==> src/rtl/adder_pkg.sv <==
// Shared definitions for the multi-cycle adder sequencer.
// Latency: n/a (package only).
// Backpressure: n/a (package only).
// Contents: controller state encoding (S_IDLE, S_RUN).
package adder_pkg;

  // Controller state encoding: waiting for a request, or walking the chunks.
  typedef enum logic {
    S_IDLE = 1'b0,
    S_RUN  = 1'b1
  } state_t;

endpackage : adder_pkg

==> src/rtl/ripple_carry_adder.sv <==
// N-bit ripple-carry adder; the narrow datapath shared over several cycles.
// Latency: purely combinational, zero cycles.
// Backpressure: none; inputs map straight to outputs.
// Ports: a, b (N-bit operands), cin (carry in) -> sum (N-bit), cout (carry out).
module ripple_carry_adder #(
  parameter int N = 4
) (
  input  logic [N-1:0] a,
  input  logic [N-1:0] b,
  input  logic         cin,
  output logic [N-1:0] sum,
  output logic         cout
);

  logic c;

  always_comb begin
    c   = cin;
    sum = '0;
    for (int i = 0; i < N; i++) begin
      sum[i] = a[i] ^ b[i] ^ c;
      c      = (a[i] & b[i]) | (c & (a[i] ^ b[i]));
    end
    cout = c;
  end

endmodule : ripple_carry_adder

==> src/rtl/multiword_add_sequencer.sv <==
// Wide add/subtract built from one N-bit ripple adder reused LSB chunk first.
// Latency: WORDS cycles from the accepting start edge to the done pulse.
// Backpressure: start is accepted only while idle; requests during a run are dropped.
// Ports: clk, rst (async, active-high), start/Sub/A/B request ->
//        busy, done (1-cycle pulse), Sum/Cout/Ovf (held until the next done).
module multiword_add_sequencer
  import adder_pkg::*;
#(
  parameter int N     = 4,
  parameter int WORDS = 4
) (
  input  logic                 clk,
  input  logic                 rst,
  input  logic                 start,
  input  logic                 Sub,
  input  logic [N*WORDS-1:0]   A,
  input  logic [N*WORDS-1:0]   B,
  output logic                 busy,
  output logic                 done,
  output logic [N*WORDS-1:0]   Sum,
  output logic                 Cout,
  output logic                 Ovf
);

  localparam int W  = N * WORDS;
  localparam int IW = $clog2(WORDS);
  localparam logic [IW-1:0] LAST_IDX = IW'(WORDS - 1);

  state_t          state;
  logic [W-1:0]    a_q;
  logic [W-1:0]    b_q;   // already inverted for subtract
  logic [W-1:0]    acc_q;
  logic            carry_q;
  logic [IW-1:0]   idx;

  logic [N-1:0]    chunk_a;
  logic [N-1:0]    chunk_b;
  logic [N-1:0]    chunk_sum;
  logic            chunk_cout;
  logic [W-1:0]    final_sum;

  assign chunk_a = a_q[idx*N +: N];
  assign chunk_b = b_q[idx*N +: N];

  ripple_carry_adder #(.N(N)) u_rca (
    .a    (chunk_a),
    .b    (chunk_b),
    .cin  (carry_q),
    .sum  (chunk_sum),
    .cout (chunk_cout)
  );

  // On the last run cycle the top chunk comes straight from the adder, so the
  // published result includes the chunk being written at that same edge.
  assign final_sum = {chunk_sum, acc_q[W-N-1:0]};

  always_ff @(posedge clk or posedge rst) begin
    if (rst) begin
      state   <= S_IDLE;
      a_q     <= '0;
      b_q     <= '0;
      acc_q   <= '0;
      carry_q <= 1'b0;
      idx     <= '0;
      busy    <= 1'b0;
      done    <= 1'b0;
      Sum     <= '0;
      Cout    <= 1'b0;
      Ovf     <= 1'b0;
    end else begin
      done <= 1'b0;
      case (state)
        S_IDLE: begin
          if (start) begin
            a_q     <= A;
            b_q     <= Sub ? ~B : B;
            // Subtract is A + ~B + 1: the +1 enters as the first carry-in.
            carry_q <= Sub;
            idx     <= '0;
            busy    <= 1'b1;
            state   <= S_RUN;
          end
        end
        S_RUN: begin
          acc_q[idx*N +: N] <= chunk_sum;
          carry_q           <= chunk_cout;
          if (idx == LAST_IDX) begin
            idx   <= '0;
            busy  <= 1'b0;
            done  <= 1'b1;
            Sum   <= final_sum;
            Cout  <= chunk_cout;
            // Like-signed operands producing an opposite-signed result.
            Ovf   <= (a_q[W-1] == b_q[W-1]) && (final_sum[W-1] != a_q[W-1]);
            state <= S_IDLE;
          end else begin
            idx <= idx + IW'(1);
          end
        end
        default: state <= S_IDLE;
      endcase
    end
  end

endmodule : multiword_add_sequencer

==> config.mk <==
export PLATFORM = sky130hd
export DESIGN_NAME = multiword_add_sequencer
export DESIGN_NICKNAME = d
export VERILOG_FILES = /design/src/rtl/adder_pkg.sv /design/src/rtl/ripple_carry_adder.sv /design/src/rtl/multiword_add_sequencer.sv
export SDC_FILE = /design/constraint.sdc
export NUM_CORES = 1
export LEC_CHECK = 0
export BUFFER_PORTS_ARGS = -buffer_cell sky130_fd_sc_hd__buf_2
export CORE_AREA = 2 2 88 90
export DETAILED_ROUTE_END_ITERATION = 8
export DIE_AREA = 0 0 90 92
export PLACE_DENSITY_LB_ADDON = 0.1
export SLEW_MARGIN = 25
export SYNTH_ARGS = -nofsm -noshare
export SYNTH_HDL_FRONTEND = slang
export SYNTH_HIERARCHICAL = 1
export SYNTH_SLANG_ARGS = --single-unit
==> constraint.sdc <==
create_clock -name clk -period 3.85 [get_ports clk]
set_clock_uncertainty 0.2 [all_clocks]
set_input_delay 0.77 -clock clk [delete_from_list [all_inputs] [get_ports clk]]
set_output_delay 0.77 -clock clk [all_outputs]
set_load 0.05 [all_outputs]
==> results of run 1 <==
metal layers:
metal / vias to the layer above / wire, microns / GRT usage (%)
met1: 929 / 2826 / 20.93
met2: 36 / 2871 / 26.63
met5: - / 0 / 0
met3: 10 / 183 / 4.273
met4: 0 / 141 / 6.923
li1: 897 / - / -
worst max-delay path, delay by kind of cell (launching register included):
family | cells | cell delay [ps]
simple gates | 1 | 450
buf+inv | 4 | 320
compound gates | 1 | 160
mux | 1 | 540
flops | 1 | 440
fa+ha+maj | 4 | 1330
kinds of logic (layout without fill, tap and decap cells):
logic type / after synthesis / count (layout) / synth area share, %
AOI/OAI and AO/OA: 17 / 17 / 4.290
xor gates and xnor gates: 16 / 16 / 4.408
muxes: 59 / 59 / 23.69
DFF: 68 / 68 / 53.52
buffers and inverters: 38 / 102 / 6.060
adders and majority gates: 9 / 9 / 4.487
and+or+nand+nor: 19 / 19 / 3.542
flip-flops by register name, summed over array words and instances (netlist names):
name,flops
b_q,16
Ovf,1
Sum,16
Cout,1
busy,1
acc_q,12
a_q,16
done,1
state,1
idx,2
carry_q,1
power by group through the flow:
stage | combinational (W) | sequential [W] | clock (W)
global route | 0.00207 | 0.00130 | 0.000570
CTS | 0.00190 | 0.00126 | 0.000535
finish | 0.00187 | 0.00125 | 0.000523
detailed placement | 0.00189 | 0.00127 | 0
global placement | 0.00188 | 0.00126 | 0
floorplan | 0.00119 | 0.00147 | 0
worst paths after layout:
check	from	to	slack (ps)	cells past startpoint
worst min-delay path	rst	a_q[7]	240	2
worst min register to register	acc_q[0]	acc_q[0]	290	1
min in group clk	acc_q[0]	acc_q[0]	290	1
worst max-delay path	idx[0]	Ovf	330	11
max in group asynchronous	rst	Sum[10]	2510	3
worst max register to register	idx[0]	Ovf	330	11
cell type report:
type	instances	area, sq um	area share [%]
Clock buffer	13	158.9	4.291
Clock inverter	2	10.01	0.2703
Inverter	26	97.59	2.635
Multi-Input combinational cell	120	1287	34.76
Sequential cell	68	1702	45.95
Tap cell	102	127.6	3.446
Timing Repair Buffer	61	320.3	8.649
layout by cell type (no fill, tap or decap), drive strengths merged:
master | synthesis | final
and2 | 2 | 2
nand3 | 5 | 5
dfrtp | 68 | 68
mux2i | 1 | 1
nand3b | 2 | 2
or3b | 3 | 3
o21ai | 1 | 1
o32ai | 8 | 8
clkbuf | 2 | 13
a31oi | 1 | 1
nor2 | 2 | 2
o31ai | 1 | 1
ha | 5 | 5
buf | 10 | 61
mux2 | 50 | 50
mux4 | 8 | 8
fa | 4 | 4
a21oi | 1 | 1
xor2 | 16 | 16
o21a | 1 | 1
clkinv | 0 | 2
inv | 26 | 26
nand2 | 4 | 4
o2bb2ai | 4 | 4
nor2b | 1 | 1
metrics by stage:
stage | total power [W] | std cells | cell area, sq um
after floorplan | 0.002663 | 226 | 3179
after global placement | 0.003141 | 377 | 3535
after detailed placement | 0.003155 | 377 | 3535
after CTS | 0.003688 | 392 | 3704
after global routing | 0.003937 | 392 | 3704
final | 0.003634 | 392 | 3704
==> results.py, run 1 <==
metrics = {
    "clock_network": {
        "holdBufCountCts": 0,
        "cts_setup_buffers": 0,
        "cts_max_level": 3,
        "clock_path_buffers": 2,
        "cts.clk_slew.worst_paths_ps": 70,
        "cts_sinks": 68,
        "cts_tree": "done",
        "cts_buffers": 9,
        "clkLatencyLatePin_ps": 350,
        "cts_resized": 0,
        "cts-root-buf": "clkbuf_8",
    },
    "route": {
        "wl_per_cell_microns": 15.36,
        "via_count": 1872,
        "wirelength_mm": 6.021,
        "route.detailed.drc": 0,
        "viasPerCell": 4.776,
        "drtIter0Drc": 54,
        "drtAntennaViolNets": 0,
        "first_pass_iters": 4,
    },
    "grt": {
        "grt_antenna_before_repair": 0,
        "grt_start_max_net_pins": 34,
        "grt_pass1_wl_mm": 10.30,
        "grt_use_total_pct": 16.40,
        "grt_pass1_vias": 2014,
        "grt.overflow.total": 0,
    },
    "synth": {
        "synth_area_leaders": "dfrtp_1 (54%), mux2_2 (18%), mux4_2 (5.7%)",
        "yosysSeqAreaShare_pct": 53.52,
        "synth_cells": 226,
        "yosysMostFrequentCell": "dfrtp_1",
        "yosysWarnings": 6,
        "synth_top_area_share_pct": 53.52,
        "ys_types": 30,
        "synth_edf_count": 0,
        "syn_nets": 271,
        "synth_seq_cells": 68,
        "syn_avg_cell_area_sq_um": 14.07,
        "yosysTopAreaCell": "dfrtp_1",
        "async_flop_share_pct": 100.0,
        "synthTopCellsByCount": "dfrtp_1 (68), mux2_2 (50), inv_1 (25)",
        "syn_area_sq_um": 3179,
        "synthFlopType": "dfrtp_1",
    },
    "min_path": {
        "worst_hold_path_type": "in -> async",
    },
    "worst_setup_path": {
        "worstPathRequired_ps": 3920,
        "critPathKind": "reg -> reg",
        "cp_max_fo": 5,
        "critPathMaxStageDelay_ps": 540,
        "critical_path_arrival_ps": 3590,
        "end_kind": "flip-flop",
        "critPathSlowestCell": "mux4_2",
        "worstPathCellList": "mux4_2 -> fa_1 -> inv_1 -> fa_1 -> inv_1 -> fa_1 -> inv_1 -> fa_1 -> inv_1 -> or3b_2 -> a31oi_1",
        "setup.worst_path.start_class": "flip-flop",
    },
    "power_and_ir_drop": {
        "seqPwrFrac_pct": 34.3,
        "ir_drop_mv": 0.3775,
        "p_int_w": 0.002073,
        "comb_power_share_pct": 51.3,
        "p_sw_share_pct": 42.95,
        "leakage_nw": 1.764,
        "pwr_density_cell_nw_per_um2": 981.1,
        "switching_power_w": 0.001561,
        "pwr-share-clk_pct": 14.4,
    },
    "timing": {
        "timing.slew.headroom_pct": 64.56,
        "hold_viol_final": 0,
        "finalSetupViolations": 0,
        "hold_slack_ps": 240.9,
        "period_needed_ps": 3521,
        "worst_slack_ps": 329.3,
        "drv_slew": 0,
        "rsz0062_at_grt": "no",
        "worstMarginPinSlew_ps": 531.6,
        "tns_ps": 0,
        "max_freq_mhz": 284.0,
        "post-route-period-util_pct": 91.45,
    },
    "cells_and_area": {
        "diodes": 0,
        "fin_util_pct": 49.73,
        "drive_gt1_share_pct": 47.59,
        "fill_cells": 707,
        "areaGrowthSynthToFinish_pct": 16.49,
        "final_nets": 331,
    },
    "run_status": {
        "status": "completed",
    },
    "floorplanning": {
        "rows": 32,
        "fp.dieH_microns": 92,
        "die_area_sq_um": 8280,
        "die_x_microns": 90,
        "io_pins": 56,
        "initial_utilization_pct": 42.69,
        "core_sq_um": 7447,
    },
    "placement": {
        "io_buffers": 55,
        "dpl.hpwl_mm": 4.351,
        "gp_congestion": 0.7595,
        "dpl_worst_slack_ps": 322.4,
    },
    "job": {
        "cap_violations": 0,
    },
}
(Power assumes the default switching activity.)
==> inputs of run 2 (changes only) <==
- CORE_AREA: 2 2 88 90 -> 2 2 87 89
- DIE_AREA: 0 0 90 92 -> 0 0 89 91
- SYNTH_HIERARCHICAL: 1 -> unset
==> run 2 against run 1 <==
  * First-iteration DRC count grew 39%
  * Global-route usage shrank 0.62 points
  * Utilization grew 2.1 points
  * Wire length shrank 4.7%
  * Area after synthesis shrank 1.2%
  * Clock power grew 9.0%
  * Combinational power shrank 4%
  * Die area shrank 2.2%
  * Sequential share of layout area grew 0.093 points
  * Clock-buffer cell count shrank 2
  * Design area shrank 0.20%
  * Critical path type unchanged
  * Highest routed layer unchanged
==> results.py, run 2 <==
metrics = {
    "run_status": {
        "status": "completed",
    },
    "floorplanning": {
        "die_area_sq_um": 8099,
        "die_x_microns": 89,
        "rows": 31,
        "initial_utilization_pct": 44.00,
        "io_pins": 56,
        "core_sq_um": 7137,
        "fp.dieH_microns": 91,
    },
    "grt": {
        "grt_pass1_vias": 1966,
        "grt.overflow.total": 0,
        "use_met1_pct": 21.78,
        "use_met3_pct": 3.182,
        "grt_use_total_pct": 15.78,
        "busiest_layer": "met2",
        "gr-usage-met2_pct": 23.69,
        "grt_start_max_net_pins": 33,
        "grt_pass1_wl_mm": 9.708,
        "grt_antenna_before_repair": 0,
    },
    "cells_and_area": {
        "final_nets": 325,
        "drive_gt1_share_pct": 37.68,
        "diodes": 0,
        "areaGrowthSynthToFinish_pct": 17.69,
        "fin_cells": 383,
        "top_regs": "Sum: 16 flops, a_q: 16 flops, b_q: 16 flops",
        "most-common-layout-cells": "dfrtp_1 (68), buf_2 (55), mux2_1 (29)",
        "final_common_cell": "dfrtp_1",
    },
    "synth": {
        "yosysTopAreaCell": "dfrtp_1",
        "ys_types": 31,
        "synth_seq_cells": 68,
        "synth_edf_count": 0,
        "async_flop_share_pct": 100.0,
        "syn_area_sq_um": 3141,
        "synth_area_leaders": "dfrtp_1 (54%), mux2_1 (10%), mux2_2 (6.8%)",
        "synthFlopType": "dfrtp_1",
        "synth_cells": 219,
        "yosysMostFrequentCell": "dfrtp_1",
        "syn_avg_cell_area_sq_um": 14.34,
        "syn_nets": 264,
        "yosysWarnings": 0,
        "synthTopCellsByCount": "dfrtp_1 (68), mux2_1 (29), inv_1 (21)",
        "yosysSeqAreaShare_pct": 54.18,
        "synth_top_area_share_pct": 54.18,
    },
    "clock_network": {
        "clkLatencyLatePin_ps": 340,
        "clock_path_buffers": 2,
        "cts_tree": "done",
        "cts.clk_slew.worst_paths_ps": 70,
        "cts_max_level": 3,
        "cts_setup_buffers": 0,
        "cts-root-buf": "clkbuf_8",
        "cts_buffers": 9,
        "cts_sinks": 68,
        "cts_resized": 0,
        "holdBufCountCts": 0,
    },
    "power_and_ir_drop": {
        "ir_drop_mv": 0.3782,
        "leakage_nw": 1.757,
        "pwr_density_cell_nw_per_um2": 976.2,
        "power_w": 0.003608,
    },
    "placement": {
        "dpl_worst_slack_ps": 411.2,
        "io_buffers": 55,
        "dpl.hpwl_mm": 4.148,
        "gp_congestion": 0.7391,
        "placedCellCount": 368,
    },
    "timing": {
        "worstMarginPinSlew_ps": 494.0,
        "tns_ps": 0,
        "timing.slew.headroom_pct": 67.07,
        "rsz0062_at_grt": "no",
        "max_freq_mhz": 288.8,
        "hold_viol_final": 0,
        "worst_slack_ps": 387.7,
        "post-route-period-util_pct": 89.93,
        "drv_slew": 0,
        "period_needed_ps": 3462,
        "finalSetupViolations": 0,
    },
    "min_path": {
        "worst_hold_path_type": "in -> async",
    },
    "worst_setup_path": {
        "critPathKind": "reg -> reg",
        "worstPathRequired_ps": 3910,
        "critical_path_arrival_ps": 3520,
        "end_kind": "flip-flop",
        "cp_max_fo": 8,
        "setup.worst_path.start_class": "flip-flop",
    },
    "route": {
        "via_count": 1884,
        "viasPerCell": 4.919,
        "first_pass_iters": 4,
        "wirelength_mm": 5.738,
        "route.detailed.drc": 0,
        "drtAntennaViolNets": 0,
        "wl_per_cell_microns": 14.98,
        "drtIter0Drc": 75,
    },
    "job": {
        "cap_violations": 0,
    },
}
-- run 2: cell types whose count changed after synthesis --
cell and change:
nand3_1 -3, nand3b_1 +2, o31ai_1 -1, inv_1 -4, mux2_2 -31, mux2_1 +29, or3b_1 -1, a22o_1 +1
buf_2 +2, mux2i_1 +2, buf_6 -1, clkbuf_1 -1, buf_4 -2, nand2b_1 +1
-- run 2: worst max-delay path: stages, from the launching register on --
cell,delay (ps)
dfrtp_1,580
mux4_2,550
inv_1,90
fa_1,190
fa_1,160
inv_1,50
fa_1,380
fa_1,570
or3b_2,460
a31oi_1,160
-- run 2: power breakdown --
group	total, W	switching, W	internal, W
logic	0.00179	0.00103	0.000757
clock network	0.000570	0.000258	0.000312
registers	0.00125	0.000209	0.00104
-- run 2: layer usage --
layer  vias up  wire length [microns]  part of all wire, %
met5         -                      0                    0
met4         0                    123                  2.1
met3         9                    190                  3.3
met2        36                   2847                   50
met1       953                   2577                   45
li1        886                      -                    -
-- run 2: logic make-up (layout without fill, tap and decap cells) --
group,count (synthesis),after routing,synth area share [%]
muxes,59,59,23.90
buffers and inverters,32,97,5.020
DFF,68,68,54.18
xor gates and xnor gates,16,16,4.462
AOI/OAI and AO/OA,17,17,4.382
adders and majority gates,9,9,4.542
and+or+nand+nor,18,18,3.506
-- run 2: path summary, 6_finish.rpt --
kind	start	to	slack, ps	depth (start not counted)
worst max-delay path	idx[1]	Ovf	390	9
min in group clk	b_q[9]	b_q[9]	280	1
max in group asynchronous	rst	idx[0]	2530	3
worst max register to register	idx[1]	Ovf	390	9
worst min-delay path	rst	Sum[3]	220	2
worst min register to register	b_q[9]	b_q[9]	280	1
-- run 2: cell type report --
cell class                      count  area (sq um)
Timing Repair Buffer               60         312.8
Clock buffer                       11         141.4
Tap cell                           99         123.9
Clock inverter                      4         50.05
Sequential cell                    68          1702
Multi-Input combinational cell    119          1284
Inverter                           22         82.58
Fill cell                         664          3441
-- run 2: per-stage QoR --
stage	util, %	instance area, sq um	hold slack [ps]
after global placement	49.11	3505	267.3
final	51.79	3696	224.5
after floorplan	-	3141	250.7
after CTS	51.79	3696	223.0
after detailed placement	49.11	3505	273.8
after global routing	51.79	3696	252.3
==> inputs of run 3 (changes only) <==
- CTS_BUF_LIST: unset -> sky130_fd_sc_hd__clkbuf_16
==> run 3 against run 2 <==
  * Clock-buffer cell count decreased by 2
  * Global-route usage is 0.29 points higher
  * Worst setup slack improved by 7.0 ps
==> results.py, run 3 (synthesis results as in run 2) <==
metrics = {
    "worst_setup_path": {
        "crit_family": "adder cells",
        "critical_path_arrival_ps": 3510,
        "critPathKind": "reg -> reg",
        "end_kind": "flip-flop",
        "r2r_cells": 9,
        "critPathMaxStageDelay_ps": 570,
        "worstPathCellList": "mux4_2 -> inv_1 -> fa_1 -> fa_1 -> inv_1 -> fa_1 -> fa_1 -> or3b_2 -> a31oi_1",
        "setup.worst_path.start_class": "flip-flop",
        "worstPathRequired_ps": 3900,
        "critPathSlowestCell": "dfrtp_1",
        "r2r_start": "idx[1]",
        "crit_buf_inv": 2,
        "worst_r2r_endpoint": "Ovf",
        "crit_top_cell": "fa_1",
        "cp_max_fo": 8,
        "r2r_slack_ps": 390,
    },
    "cells_and_area": {
        "most-common-layout-cells": "dfrtp_1 (68), buf_2 (55), mux2_1 (29)",
        "areaGrowthSynthToFinish_pct": 20.60,
        "top_regs": "Sum: 16 flops, a_q: 16 flops, b_q: 16 flops",
        "drive_gt1_share_pct": 37.32,
        "final_common_cell": "dfrtp_1",
        "diodes": 0,
        "fin_area_sq_um": 3787,
        "final_nets": 325,
    },
    "timing": {
        "hold_slack_ps": 234.0,
        "timing.slew.headroom_pct": 66.14,
        "hold_viol_final": 0,
        "tns_ps": 0,
        "worstMarginPinSlew_ps": 507.9,
        "period_needed_ps": 3455,
        "finalSetupViolations": 0,
        "max_freq_mhz": 289.4,
        "post-route-period-util_pct": 89.75,
        "drv_slew": 0,
        "rsz0062_at_grt": "no",
    },
    "clock_network": {
        "cts.clk_slew.worst_paths_ps": 50,
        "cts_max_level": 3,
        "cts_buffers": 9,
        "cts_tree": "done",
        "cts_setup_buffers": 0,
        "holdBufCountCts": 0,
        "cts_resized": 0,
        "cts-root-buf": "clkbuf_16",
        "clkLatencyLatePin_ps": 330,
        "clock_path_buffers": 2,
        "cts_sinks": 68,
    },
    "route": {
        "drtAntennaViolNets": 0,
        "viasPerCell": 4.990,
        "via_count": 1911,
        "first_pass_iters": 4,
        "drtIter0Drc": 64,
        "wirelength_mm": 5.736,
        "route.detailed.drc": 0,
        "wl_per_cell_microns": 14.98,
    },
    "grt": {
        "grt_pass1_vias": 1971,
        "grt.overflow.total": 0,
        "grt_start_max_net_pins": 33,
        "grt_use_total_pct": 16.06,
        "grt_antenna_before_repair": 0,
        "grt_pass1_wl_mm": 9.763,
    },
    "floorplanning": {
        "rows": 31,
        "die_x_microns": 89,
        "die_area_sq_um": 8099,
        "fp.dieH_microns": 91,
        "initial_utilization_pct": 44.00,
        "io_pins": 56,
        "core_sq_um": 7137,
    },
    "power_and_ir_drop": {
        "leakage_nw": 1.802,
        "comb_power_share_pct": 46.7,
        "switching_power_w": 0.001518,
        "pwr-share-clk_pct": 20.3,
        "ir_drop_mv": 0.3789,
        "pwr_density_cell_nw_per_um2": 1006,
        "p_int_w": 0.002291,
        "p_sw_share_pct": 39.86,
        "seqPwrFrac_pct": 32.9,
    },
    "placement": {
        "io_buffers": 55,
        "gp_congestion": 0.7391,
        "dpl.hpwl_mm": 4.148,
        "dpl-instance-area_sq_um": 3505,
    },
    "min_path": {
        "worst_hold_path_type": "in -> async",
    },
    "run_status": {
        "status": "completed",
    },
    "job": {
        "cap_violations": 0,
    },
}
## run 3: cell types whose count changed in the layout (fill, tap and decap cells not counted), sizes merged
cell / change
inv: +1
clkinv: +1
clkbuf: -2
## run 3: how the worst max path moves through the flow
stage / from / end / slack, ps / cells past startpoint
finish: idx[1] / Ovf / 390 / 9
detailed placement: idx[1] / Ovf / 410 / 9
CTS: idx[1] / Ovf / 370 / 9
global route: idx[1] / Ovf / 220 / 9
floorplan: idx[1] / Ovf / 560 / 10
global placement: idx[1] / Ovf / 490 / 9
## run 3: layout make-up
class	count	area (sq um)
clock buffers	9	225.2
clock inverters	6	57.56
fillers	650	3349
inverters	22	82.58
multi-input cells	119	1284
flip-flops and latches	68	1702
well taps	99	123.9
repair buffers	60	312.8
## run 3: power groups by stage
stage	clock, W	sequential, W	combinational [W]
global placement	0	0.00127	0.00178
CTS	0.000796	0.00127	0.00181
finish	0.000775	0.00126	0.00178
floorplan	0	0.00149	0.00111
detailed placement	0	0.00127	0.00180
global route	0.000825	0.00131	0.00197
## run 3: layer usage
metal | global-route usage (%) | part of all wire, % | vias up
met5 | 0 | 0 | -
met4 | 8.955 | 2.8 | 0
met3 | 3.455 | 4.1 | 12
met2 | 23.38 | 49 | 41
met1 | 22.10 | 44 | 966
li1 | - | - | 892
## run 3: metrics by stage
| step | power [W] | cells | util, % | worst slack, ps |
|---|---|---|---|---|
| after floorplan | 0.002602 | 219 | - | 561.4 |
| after global placement | 0.003054 | 368 | 49.11 | 493.6 |
| after detailed placement | 0.003079 | 368 | 49.11 | 411.2 |
| after CTS | 0.003874 | 383 | 53.07 | 373.9 |
| after global routing | 0.004104 | 383 | 53.07 | 222.1 |
| final | 0.003810 | 383 | 53.07 | 394.7 |
